## src/rtl/morse_word_assembler_pkg.sv

```systemverilog
`default_nettype none
// ============================================================================
// Module      : morse_word_assembler_pkg
// Description : Shared constants for the Morse word assembler: character
//               encoding, symbol-group sizing and the Morse-to-ASCII lookup.
// Revision    : 1.0 - initial release
// ============================================================================
package morse_word_assembler_pkg;

  // Character encoding is plain ASCII
  localparam int CHAR_W = 8;
  typedef logic [CHAR_W-1:0] char_t;

  // Empty slot filler ('_') and unrecognised-pattern code ('?')
  localparam char_t CHAR_CODE_BLANK   = 8'h5F;
  localparam char_t CHAR_CODE_UNKNOWN = 8'h3F;

  // Longest symbol group is a digit (5 symbols)
  localparam int MAX_MORSE_LEN = 5;
  localparam int MORSE_LEN_W   = 3;

  // Morse lookup. The first symbol sits in bit 0, dit = 0, dah = 1.
  // Bits at or above the group length are ignored.
  function automatic char_t morse_recognize_char(
    input logic [MAX_MORSE_LEN-1:0] pattern,
    input logic [MORSE_LEN_W-1:0]   n
  );
    logic [MAX_MORSE_LEN-1:0] m;
    char_t c;
    m = pattern & ~({MAX_MORSE_LEN{1'b1}} << n);
    c = CHAR_CODE_UNKNOWN;
    case ({n, m})
      {3'd1, 5'b00000}: c = "E";
      {3'd1, 5'b00001}: c = "T";
      {3'd2, 5'b00000}: c = "I";
      {3'd2, 5'b00010}: c = "A";
      {3'd2, 5'b00001}: c = "N";
      {3'd2, 5'b00011}: c = "M";
      {3'd3, 5'b00000}: c = "S";
      {3'd3, 5'b00100}: c = "U";
      {3'd3, 5'b00010}: c = "R";
      {3'd3, 5'b00110}: c = "W";
      {3'd3, 5'b00001}: c = "D";
      {3'd3, 5'b00101}: c = "K";
      {3'd3, 5'b00011}: c = "G";
      {3'd3, 5'b00111}: c = "O";
      {3'd4, 5'b00000}: c = "H";
      {3'd4, 5'b01000}: c = "V";
      {3'd4, 5'b00100}: c = "F";
      {3'd4, 5'b00010}: c = "L";
      {3'd4, 5'b00110}: c = "P";
      {3'd4, 5'b01110}: c = "J";
      {3'd4, 5'b00001}: c = "B";
      {3'd4, 5'b01001}: c = "X";
      {3'd4, 5'b00101}: c = "C";
      {3'd4, 5'b01101}: c = "Y";
      {3'd4, 5'b00011}: c = "Z";
      {3'd4, 5'b01011}: c = "Q";
      {3'd5, 5'b11111}: c = "0";
      {3'd5, 5'b11110}: c = "1";
      {3'd5, 5'b11100}: c = "2";
      {3'd5, 5'b11000}: c = "3";
      {3'd5, 5'b10000}: c = "4";
      {3'd5, 5'b00000}: c = "5";
      {3'd5, 5'b00001}: c = "6";
      {3'd5, 5'b00011}: c = "7";
      {3'd5, 5'b00111}: c = "8";
      {3'd5, 5'b01111}: c = "9";
      default:          c = CHAR_CODE_UNKNOWN;
    endcase
    return c;
  endfunction

endpackage
`default_nettype wire

```

## src/rtl/morse_word_assembler_fifo.sv

```systemverilog
`default_nettype none
// ============================================================================
// Module      : morse_word_fifo
// Description : Generic synchronous FIFO with fall-through head. Head data is
//               read straight from the storage flops, so an entry pushed on
//               one edge is visible right after it. Push and pop in the same
//               cycle are both honoured, also when full; a push into a full
//               FIFO without a pop is discarded and flagged on drop.
// Revision    : 1.0 - initial release
// ============================================================================
module morse_word_fifo #(
  parameter int DATA_W = 8,
  parameter int DEPTH  = 4
) (
  input  logic              clk,
  input  logic              rst,
  input  logic              push,
  input  logic [DATA_W-1:0] push_data,
  input  logic              pop,
  output logic [DATA_W-1:0] head_data,
  output logic              full,
  output logic              empty,
  output logic              drop
);

  localparam int PTR_W = $clog2(DEPTH);
  localparam int CNT_W = $clog2(DEPTH + 1);

  logic [DATA_W-1:0] r_mem [DEPTH];
  logic [PTR_W-1:0]  r_wr_ptr;
  logic [PTR_W-1:0]  r_rd_ptr;
  logic [CNT_W-1:0]  r_count;

  logic w_pop_en;
  logic w_push_en;

  assign full      = (r_count == CNT_W'(DEPTH));
  assign empty     = (r_count == '0);
  assign w_pop_en  = pop & ~empty;
  // When full, the slot being popped is the one the push overwrites
  assign w_push_en = push & (~full | w_pop_en);
  assign drop      = push & full & ~w_pop_en;
  assign head_data = r_mem[r_rd_ptr];

  // Storage write; contents need no reset since empty masks the head
  always_ff @(posedge clk) begin
    if (w_push_en) begin
      r_mem[r_wr_ptr] <= push_data;
    end
  end

  // Pointers and occupancy; pointers wrap naturally (DEPTH is a power of two)
  always_ff @(posedge clk) begin
    if (rst) begin
      r_wr_ptr <= '0;
      r_rd_ptr <= '0;
      r_count  <= '0;
    end else begin
      if (w_push_en) r_wr_ptr <= r_wr_ptr + 1'b1;
      if (w_pop_en)  r_rd_ptr <= r_rd_ptr + 1'b1;
      case ({w_push_en, w_pop_en})
        2'b10:   r_count <= r_count + 1'b1;
        2'b01:   r_count <= r_count - 1'b1;
        default: r_count <= r_count;
      endcase
    end
  end

endmodule
`default_nettype wire

```

## src/rtl/morse_word_assembler.sv

```systemverilog
`default_nettype none
// ============================================================================
// Module      : morse_word_assembler
// Description : Recognises Morse symbol groups, assembles characters into a
//               word of up to MAX_CHARS, tracks length and error status and
//               queues completed words in a FIFO drained via valid/ready.
//               Optional macro MORSE_WORD_SCROLL_EN: on overflow the oldest
//               character is shifted out instead of the new one being dropped
//               and the word being flagged.
// Revision    : 1.0 - initial release
// ============================================================================
module morse_word_assembler
  import morse_word_assembler_pkg::*;
#(
  parameter int MAX_CHARS  = 16,
  parameter int FIFO_DEPTH = 4,
  parameter int DROP_CNT_W = 8,
  localparam int LEN_W     = $clog2(MAX_CHARS + 1)
) (
  input  logic                        clk,
  input  logic                        rst,
  input  logic                        ce,
  input  logic                        sym_valid,
  input  logic [MAX_MORSE_LEN-1:0]    dits_dahs,
  input  logic [MORSE_LEN_W-1:0]      len,
  input  logic                        word_end,
  input  logic                        error_in,
  output logic [CHAR_W*MAX_CHARS-1:0] out_word,
  output logic [LEN_W-1:0]            out_len,
  output logic                        out_error,
  output logic                        out_valid,
  input  logic                        out_ready,
  output logic [DROP_CNT_W-1:0]       drop_cnt
);

  localparam int WORD_W = CHAR_W * MAX_CHARS;
  localparam int DATA_W = WORD_W + LEN_W + 1;
  localparam logic [WORD_W-1:0] BLANK_WORD = {MAX_CHARS{CHAR_CODE_BLANK}};

  logic [WORD_W-1:0]     r_word;
  logic [LEN_W-1:0]      r_len;
  logic                  r_err;
  logic [DROP_CNT_W-1:0] r_drop_cnt;

  logic                  w_acc;
  logic                  w_push;
  logic                  w_pop;
  logic                  w_full;
  logic                  w_empty;
  logic                  w_drop;
  logic                  w_at_max;
  char_t                 w_char;
  logic [WORD_W-1:0]     w_word_shifted;
  logic [DATA_W-1:0]     w_head;

  assign w_acc          = ce & sym_valid;
  assign w_char         = morse_recognize_char(dits_dahs, len);
  assign w_at_max       = (r_len == LEN_W'(MAX_CHARS));
  assign w_word_shifted = {r_word[WORD_W-CHAR_W-1:0], w_char};
  // Empty words are never queued
  assign w_push         = w_acc & word_end & (r_len != '0);
  assign w_pop          = out_ready & ~w_empty;

  // Word assembly: append on symbol, clear on close, overflow policy at MAX_CHARS
  always_ff @(posedge clk) begin
    if (rst) begin
      r_word <= BLANK_WORD;
      r_len  <= '0;
      r_err  <= 1'b0;
    end else if (w_acc) begin
      if (word_end) begin
        r_word <= BLANK_WORD;
        r_len  <= '0;
        r_err  <= 1'b0;
      end else if (!w_at_max) begin
        r_word <= w_word_shifted;
        r_len  <= r_len + 1'b1;
        r_err  <= r_err | error_in;
      end else begin
`ifdef MORSE_WORD_SCROLL_EN
        // Scroll: oldest char falls off the top, length stays at MAX_CHARS
        r_word <= w_word_shifted;
        r_err  <= r_err | error_in;
`else
        // Truncate: new char discarded and the word is flagged
        r_err  <= 1'b1;
`endif
      end
    end
  end

  // Saturating count of completed words lost to a full FIFO
  always_ff @(posedge clk) begin
    if (rst) begin
      r_drop_cnt <= '0;
    end else if (w_drop && (r_drop_cnt != {DROP_CNT_W{1'b1}})) begin
      r_drop_cnt <= r_drop_cnt + 1'b1;
    end
  end

  morse_word_fifo #(
    .DATA_W (DATA_W),
    .DEPTH  (FIFO_DEPTH)
  ) u_fifo (
    .clk       (clk),
    .rst       (rst),
    .push      (w_push),
    .push_data ({r_word, r_len, r_err}),
    .pop       (w_pop),
    .head_data (w_head),
    .full      (w_full),
    .empty     (w_empty),
    .drop      (w_drop)
  );

  // Head presentation; an empty FIFO shows the idle values
  always_comb begin
    out_valid = ~w_empty;
    out_word  = BLANK_WORD;
    out_len   = '0;
    out_error = 1'b0;
    if (!w_empty) begin
      out_word  = w_head[DATA_W-1 -: WORD_W];
      out_len   = w_head[LEN_W:1];
      out_error = w_head[0];
    end
  end

  assign drop_cnt = r_drop_cnt;

endmodule
`default_nettype wire

```

## config.mk

```make
export PLATFORM = sky130hd
export DESIGN_NAME = morse_word_assembler
export DESIGN_NICKNAME = d
export VERILOG_FILES = /design/src/rtl/morse_word_assembler_pkg.sv /design/src/rtl/morse_word_assembler_fifo.sv /design/src/rtl/morse_word_assembler.sv
export SDC_FILE = /design/constraint.sdc
export NUM_CORES = 1
export LEC_CHECK = 0
export ABC_AREA = 1
export CAP_MARGIN = 5
export CORE_ASPECT_RATIO = 1.2
export CORE_MARGIN = 2
export CORE_UTILIZATION = 28
export CTS_BUF_LIST = sky130_fd_sc_hd__clkbuf_8
export DETAILED_ROUTE_END_ITERATION = 10
export HOLD_SLACK_MARGIN = 0.03
export SLEW_MARGIN = 25
export SYNTH_ARGS = -nofsm -noshare
export SYNTH_HDL_FRONTEND = slang
export SYNTH_SLANG_ARGS = --single-unit
```

## constraint.sdc

```tcl
create_clock -name clk -period 10.9 [get_ports clk]
set_input_delay 2.725 -clock clk [delete_from_list [all_inputs] [get_ports clk]]
set_output_delay 2.725 -clock clk [all_outputs]
set_load 0.1 [all_outputs]
```

## After elaboration in Yosys (flattened, before gate mapping)

Memory sizes are Yosys's and may differ from the RTL's. A register that Yosys moved wholly into a read port is not among the register bits.
Cells that the tools add are included.

- Register bits: 149
- Bits in latches: 0
- RAM bits: 536
- Memory bits (read-only): 0
- Memories: 1

Memories:

| name | depth | width | read ports | clocked after Yosys merged registers in | wr ports | RTL line | text |
|---|---|---|---|---|---|---|---|
| u_fifo.r_mem | 4 | 134 | 1 | 1 | 1 | morse_word_assembler_fifo.sv:29 | `logic [DATA_W-1:0] r_mem [DEPTH];` |

- Add/sub/neg operators: 6
- Multipliers: 0
- Divide/modulo/power cells: 0
- $lt $le $gt $ge: 0
- Eq/ne operators: 42
- Shift-type cells: 1
- Multiplexer cells: 15
- Bitwise operators: 15
- Reductions and logical operators: 5

Operators by type and width:

| operator | count |
|---|---|
| two-way mux 128 bit | 3 |
| case mux 7 bit (36 select lines) | 1 |
| == test 8 bit (second input constant) | 22 |
| == test 8 x 7 -> 1 bit (second input constant) | 12 |
| == test 8 x 6 -> 1 bit (second input constant) | 2 |
| two-way mux 5 bit | 3 |
| adder 8 x 1 -> 8 bit (second input constant) | 1 |
| AND 1 bit | 8 |
| inequality test 8 bit (second input constant) | 1 |
| case mux 3 bit (2 select lines) | 1 |
| adder 5 x 1 -> 5 bit (second input constant) | 1 |
| AND 5 bit | 1 |
| == test 5 bit (second input constant) | 1 |
| two-way mux 1 bit | 5 |
| NOT 5 bit | 1 |
| nonzero test 5 bit | 1 |
| << shifter 5 x 3 -> 5 bit (first input constant) | 1 |
| adder 2 x 1 -> 2 bit (second input constant) | 2 |
| two-way mux 2 bit | 2 |
| adder 3 x 1 -> 3 bit (second input constant) | 1 |
| == test 3 bit (second input constant) | 1 |
| logical NOT 3 bit | 1 |
| NOT 1 bit | 3 |
| subtractor 3 x 1 -> 3 bit (second input constant) | 1 |
| other kinds (7) | 8 |

## Longest topological paths before layout

Gate-level depths: netlist (run 1).

- Depth after elaboration: 8
- Depth in mapped cells: 14
- Mapped depth without buffers: 14

## Modules after synthesis

From an unflattened synthesis (run 1), not the netlist that was laid out.

- Cell total of the unflattened synthesis: 2203
- Area, all modules: 26482.9 um2

Modules (own cells, without submodules):

| module | times used | cells each | area each (um2) |
|---|---|---|---|
| morse_word_fifo | 1 | 1363 | 20379.5 |
| morse_word_assembler | 1 | 840 | 6103.4 |

## Least setup slack after synthesis (run 1)

Ideal clock, no wire load.

- Path kind: input to register
- Start point: in word_end
- End point: mem u_fifo.r_mem[0][0] in the netlist's numbering, enable pin
- Library setup time: 0.597 ns
- Arrival: 8.126 ns
- Data required time: 10.303 ns
- Slack: 2.177 ns
- Cell stages on the path: 4
- Cells stage by stage: inv_1 nor2_1 nand3_1 nor2_1

- Word-level cells in the longest chain between the ends: 5

RTL lines:

| what | RTL line | text |
|---|---|---|
| from (decl) | morse_word_assembler.sv:26 | `input logic word_end,` |
| AND 1 bit (2 in a row) | morse_word_assembler.sv:61 | `assign w_push = w_acc & word_end & (r_len != '0);` |
| AND 1 bit | morse_word_assembler_fifo.sv:41 | `assign w_push_en = push & (~full \| w_pop_en);` |
| two-way mux 1 bit | morse_word_assembler_fifo.sv:47 | `if (w_push_en) begin` |
| two-way mux 1 bit (implied by the code) | morse_word_assembler_fifo.sv:48 | `r_mem[r_wr_ptr] <= push_data;` |
| to (decl) | morse_word_assembler_fifo.sv:29 |  |

Every way passes these cells.

==> results by group, run 1 <==
Route
  – DR pass1 iterations: 6
  – Routed vias: 16,046
  – Residual DRC: 0
  – Post-route ant nets: 0
  – WL final: 62,500 µm
  – Routed length per instance: 18.7 µm
  – Drt via density: 4.79
  – Drt first-iter violations: 1,157

Floorplan
  – Core region area: 83,600 µm²
  – Die height: 322 µm
  – Row count: 116
  – Die X: 269 µm
  – Die ar.: 86,800 µm²
  – Starting Density: 28.3%
  – I/O pin total: 158

Setup path
  – Worst Setup End Kind: primary output
  – R2R cell count: 11
  – Capturing point of the worst reg2reg path: u_fifo.r_count[2]
  – Critical path required time: 8.18 ns
  – Crit path arrival time: 4.75 ns
  – Worst r2r src: u_fifo.r_count[2]
  – Critical path cell sequence: inv_8, buf_4, nor2_1, o311ai_0, clkdlybuf4s50_1
  – R2r setup slk: 6.86 ns
  – Startpoint Class: flip-flop
  – CP max stage delay: 1.26 ns
  – Maximum fanout along the worst path: 107
  – Slowest CP cell: clkdlybuf4s50_1
  – Type of the worst setup path: reg2out

Run status
  – Status: finished clean

Place
  – Number of port buffers: 141
  – Final HPWL DP: 33,900 µm
  – GP Congestion: 0.803

Timing
  – Max-slew headroom: 29.2%
  – Setup TNS: 0 ns
  – Worst hold slack: 0.469 ns
  – Final Setup Violations: 0
  – Setup Skew: 0.0393 ns
  – Tmin final: 7.47 ns
  – Unrepaired setup endpoints after global routing: false
  – Least-Margin Pin Slew: 1.06 ns
  – Fmax: 0.134 GHz
  – Fin. max-slew vios: 0
  – Final hold violation count: 0
  – Final Cycle Share: 68.6%

Synthesis
  – Synth Cell Area: 23,700 µm²
  – Seq/Total Area, Yosys: 71.3%
  – Dominant synthesized flop cell: edfxtp_1
  – Synth top area share: 59.9%
  – Netlist cell types: 33
  – Area leader, netlist: edfxtp_1
  – Ys async rst share: 0%
  – Avg Cell Area, Syn: 11.7 µm²
  – Warnings, synthesis: 0
  – Top post-synthesis cells by area: edfxtp_1 (60%), dfxtp_1 (11%), nor2_1 (8.3%)
  – Count of state elements after synthesis: 607
  – Cells after Synth: 2,014
  – Post-synth EDFFs: 472

Final layout
  – Most frequent cells in the layout: nor2_1 (518), edfxtp_1 (472), inv_1 (174)
  – Share of layout cells above drive strength 1: 7.59%
  – Nets: 2,168
  – Layout Area Growth over Synthesis: 18.4%
  – # fillers: 8,300
  – Most common cell after layout, fill and taps aside: nor2_1

Clock tree
  – # clock sinks: 607
  – Resized cells post-CTS: 0
  – Clock Latency Late Sink: 0.72 ns
  – Reg clk slew, reported paths: 0.06 ns
  – CTS Buf Count: 96
  – # Post-CTS Setup Buffers: 0
  – CTS max path bufs: 3
  – H-tree Lvls: 3
  – CTS Hold Bufs: 0
  – Clock Tree Root: clkbuf_8
  – CTS tree: yes

GRT
  – Initial antenna violation count: 1
  – Tot GR Track Use: 14.2%
  – Maximum number of pins on one net before global-route repair: 119
  – Overflow after GRT: 0
  – Vias in the first global route: 16,265
  – Global-route wire length before repair: 95,400 µm

Min path
  – Hold path cells: 2
  – Hold EP: drop_cnt[4]
  – Worst hold path class: reg2reg
  – Hold Startpoint: drop_cnt[4]

Power
  – Pleak: 0.00992 µW
  – Peak supply drop: 0.0826 mV
  – Pwr/cell area: 167 nW/µm²

Run
  – Max-capacitance violation count: 0
## cell type report
cell class | instances | area (µm²) | area share, %
Sequential cell | 607 | 16900 | 60.3
Timing Repair Buffer | 160 | 1600 | 5.72
Clock buffer | 104 | 1430 | 5.11
Tap cell | 1121 | 1400 | 5.01
Multi-Input combinational cell | 1149 | 5790 | 20.7
Antenna cell | 1 | 2.50 | 0.00893
Inverter | 130 | 499 | 1.78
Clock inverter | 78 | 410 | 1.46
## how the worst max path moves through the flow
stage                              end  depth (start not counted)
finish                   out_word[115]                          5
global route             out_word[115]                          5
CTS                      out_word[115]                          5
detailed placement       out_word[115]                          5
global placement         out_word[115]                          5
floorplan           u_fifo.r_mem[0][0]                          4
## layer usage
layer	routed length (µm)	up-vias	track usage, %
li1	-	7454	-
met2	30900	502	24.6
met1	26700	7983	17.6
met3	3050	107	2.30
met5	0	-	0
met4	1830	0	6.09
## synth_stat cells (3+ instances only)
cell type / n
dfxtp_1: 135
nor2_2: 5
clkbuf_1: 96
buf_4: 16
buf_1: 16
nor2_1: 522
o311ai_0: 96
o211ai_1: 20
inv_1: 126
o221ai_1: 69
nand2_1: 118
inv_2: 3
o21ai_0: 160
a21oi_1: 67
buf_2: 14
o22ai_1: 3
edfxtp_1: 472
ha_1: 8
nand4_1: 8
nand3_1: 44
## where the power goes
group	switching (µW)	internal [µW]
clock network	902	936
registers	40.4	2530
logic	226	58.9
total	1170	3520
## worst max-delay path: cells and delay by family (launching register included)
kind | cells | cell delay, ns
AO/OA/AOI/OAI | 1 | 0.59
AND/OR/NAND/NOR | 1 | 0.07
buffers and inverters | 3 | 2.61
flip-flops | 1 | 0.64
## registers in the layout, indices dropped and copies added (netlist names), named ones only
name and cells:
u_fifo.r_wr_ptr 2, u_fifo.r_rd_ptr 2, drop_cnt 8, r_word 112
r_err 1, r_len 5, u_fifo.r_count 3, u_fifo.r_mem 472
## cells by family after synthesis
group,synth area share [%]
adder cells (fa/ha/maj),0.508
buffers and inverters,4.69
AND/OR/NAND/NOR,11.7
AO/OA/AOI/OAI,11.7
flip-flops,71.3
other,0.0159
## through the flow
step / total power (µW) / utilization [%] / setup slack [ns] / cells / area, µm²
after floorplan: 2810 / - / 2.18 / 2029 / 23700
after global placement: 2890 / 31.3 / 4.01 / 3166 / 26200
after detailed placement: 2900 / 31.3 / 3.95 / 3167 / 26200
after CTS: 4750 / 33.5 / 3.15 / 3349 / 28000
after global routing: 4870 / 33.5 / 3.13 / 3350 / 28000
final: 4690 / 33.5 / 3.43 / 3350 / 28000
No activity file was read; power rests on OpenSTA's default activity.
==> run 2, diff against run 1 <==
- clock period: 10.9 -> 6.5 ns (I/O delays scaled with it)
==> run 2 against run 1 <==
Compared with the run above:
- routed wire length down 2.0%
- critical path depth unchanged
- critical path type unchanged
- sequential power up 67%
- sequential cell count unchanged
- hold slack worse by 0.0094 ns
- clock-buffer cell count down 6
- register-to-register slack worse by 3.9 ns
- sequential share of layout area down 0.19 points
==> results by group, run 2 (same netlist as run 1, synthesis figures left out) <==
Run status
  – Status: finished clean

GRT
  – Global-route wire length before repair: 92,800 µm
  – Tot GR Track Use: 13.8%
  – Initial antenna violation count: 1
  – Maximum number of pins on one net before global-route repair: 157
  – Vias in the first global route: 15,779
  – Overflow after GRT: 0

Floorplan
  – Die X: 269 µm
  – Die ar.: 86,800 µm²
  – I/O pin total: 158
  – Starting Density: 28.3%
  – Row count: 116
  – Core region area: 83,600 µm²
  – Die height: 322 µm

Power
  – Power Total: 7970 µW
  – Pleak: 0.00996 µW
  – Pwr/cell area: 284 nW/µm²
  – Peak supply drop: 0.118 mV

Clock tree
  – Reg clk slew, reported paths: 0.06 ns
  – H-tree Lvls: 3
  – CTS max path bufs: 3
  – CTS Buf Count: 90
  – Clock Tree Root: clkbuf_8
  – # Post-CTS Setup Buffers: 0
  – CTS Hold Bufs: 0
  – Clock Latency Late Sink: 0.71 ns
  – Resized cells post-CTS: 0
  – CTS tree: yes
  – # clock sinks: 607

Place
  – DP Area: 26,200 µm²
  – GP Congestion: 0.897
  – Final HPWL DP: 34,200 µm
  – Number of port buffers: 141

Setup path
  – Critical path required time: 4.88 ns
  – Crit path arrival time: 4.14 ns
  – Maximum fanout along the worst path: 156
  – Worst Setup End Kind: primary output
  – Critical path cell sequence: inv_8, buf_4, nor2_1, o311ai_0, clkdlybuf4s50_1
  – CP max stage delay: 1.26 ns
  – Slowest CP cell: clkdlybuf4s50_1
  – Worst r2r src: r_len[0]
  – R2r setup slk: 2.99 ns
  – Startpoint Class: flip-flop
  – Type of the worst setup path: reg2out
  – Capturing point of the worst reg2reg path: r_word[73]
  – R2R cell count: 9

Route
  – Post-route ant nets: 0
  – Routed length per instance: 18.3 µm
  – DR pass1 iterations: 6
  – Drt first-iter violations: 1,518
  – Residual DRC: 0
  – Drt via density: 4.78
  – WL final: 61,300 µm
  – Routed vias: 15,996

Timing
  – Tmin final: 5.76 ns
  – Fin. max-slew vios: 0
  – Final Cycle Share: 88.6%
  – Final Setup Violations: 0
  – Setup TNS: 0 ns
  – Unrepaired setup endpoints after global routing: false
  – Max-slew headroom: 26.3%
  – Fmax: 0.174 GHz
  – Least-Margin Pin Slew: 1.09 ns
  – Setup Skew: 0.0404 ns
  – Final hold violation count: 0

Min path
  – Hold path cells: 2
  – Worst hold path class: reg2reg
  – Hold Startpoint: u_fifo.r_rd_ptr[1]

Final layout
  – Final core utilization: 33.6%
  – Largest register by flop count: u_fifo.r_mem
  – Most frequent cells in the layout: nor2_1 (518), edfxtp_1 (472), inv_1 (167)
  – Nets: 2,173
  – Max FFs per register: 472
  – Share of layout cells above drive strength 1: 9.47%
  – Most common cell after layout, fill and taps aside: nor2_1
  – Layout Area Growth over Synthesis: 18.8%
  – Design Area, Final: 28,100 µm²

Run
  – Max-capacitance violation count: 0
[run 2: changes by cell type in the layout (fill, tap and decap cells not counted), sizes merged]
cell           change
buf               +42
clkdlybuf4s50     -31
inv                -7
clkbuf             -6
bufinv             +5
clkinv             -4
[run 2: metal layers]
| metal | track usage, % | routed length (µm) | part of all wire (%) | up-vias |
|---|---|---|---|---|
| li1 | - | - | - | 7470 |
| met1 | 16.8 | 25500 | 42 | 7882 |
| met2 | 23.7 | 30300 | 49 | 529 |
| met3 | 2.81 | 3670 | 6.0 | 115 |
| met4 | 5.64 | 1870 | 3.0 | 0 |
| met5 | 0 | 0 | 0 | - |
[run 2: layout make-up]
cell class,count,area (µm²)
multi-input cells,1149,5790
inverters,130,499
diodes,1,2.50
fillers,8241,55500
repair buffers,171,1630
well taps,1121,1400
flip-flops and latches,607,16900
clock buffers,98,1350
clock inverters,72,551
[run 2: where the power goes]
| part | internal (µW) | switching, µW |
|---|---|---|
| registers | 4240 | 65.0 |
| logic | 99.1 | 380 |
| clock network | 1700 | 1490 |
| total | 6030 | 1940 |
[run 2: worst max-delay path by stage]
stage / startpoint / to / slack, ns / depth (start not counted)
after floorplan: word_end / u_fifo.r_mem[0][0] / -1.12 / 4
after detailed placement: flip-flop / out_word[20] / 1.43 / 7
after global placement: flip-flop / out_word[20] / 1.47 / 7
after global routing: flip-flop / out_word[32] / 0.48 / 5
final: flip-flop / out_word[84] / 0.74 / 5
after CTS: flip-flop / out_word[32] / 0.61 / 5
[run 2: metrics by stage]
step           cells  setup WS (ns)  hold slack, ns
4_1_cts         3347          0.609           0.458
3_5_place_dp    3177           1.43           0.446
6_report        3349          0.739           0.460
3_3_place_gp    3177           1.47           0.439
2_1_floorplan   2029          -1.12           0.437
5_1_grt         3349          0.480           0.497
[run 2: critical path, delay by kind of cell, from the launching register on]
| family | cells | cell delay (ns) |
|---|---|---|
| AO/OA/AOI/OAI | 1 | 0.35 |
| AND/OR/NAND/NOR | 1 | 0.07 |
| buffers and inverters | 3 | 2.35 |
| flip-flops | 1 | 0.49 |
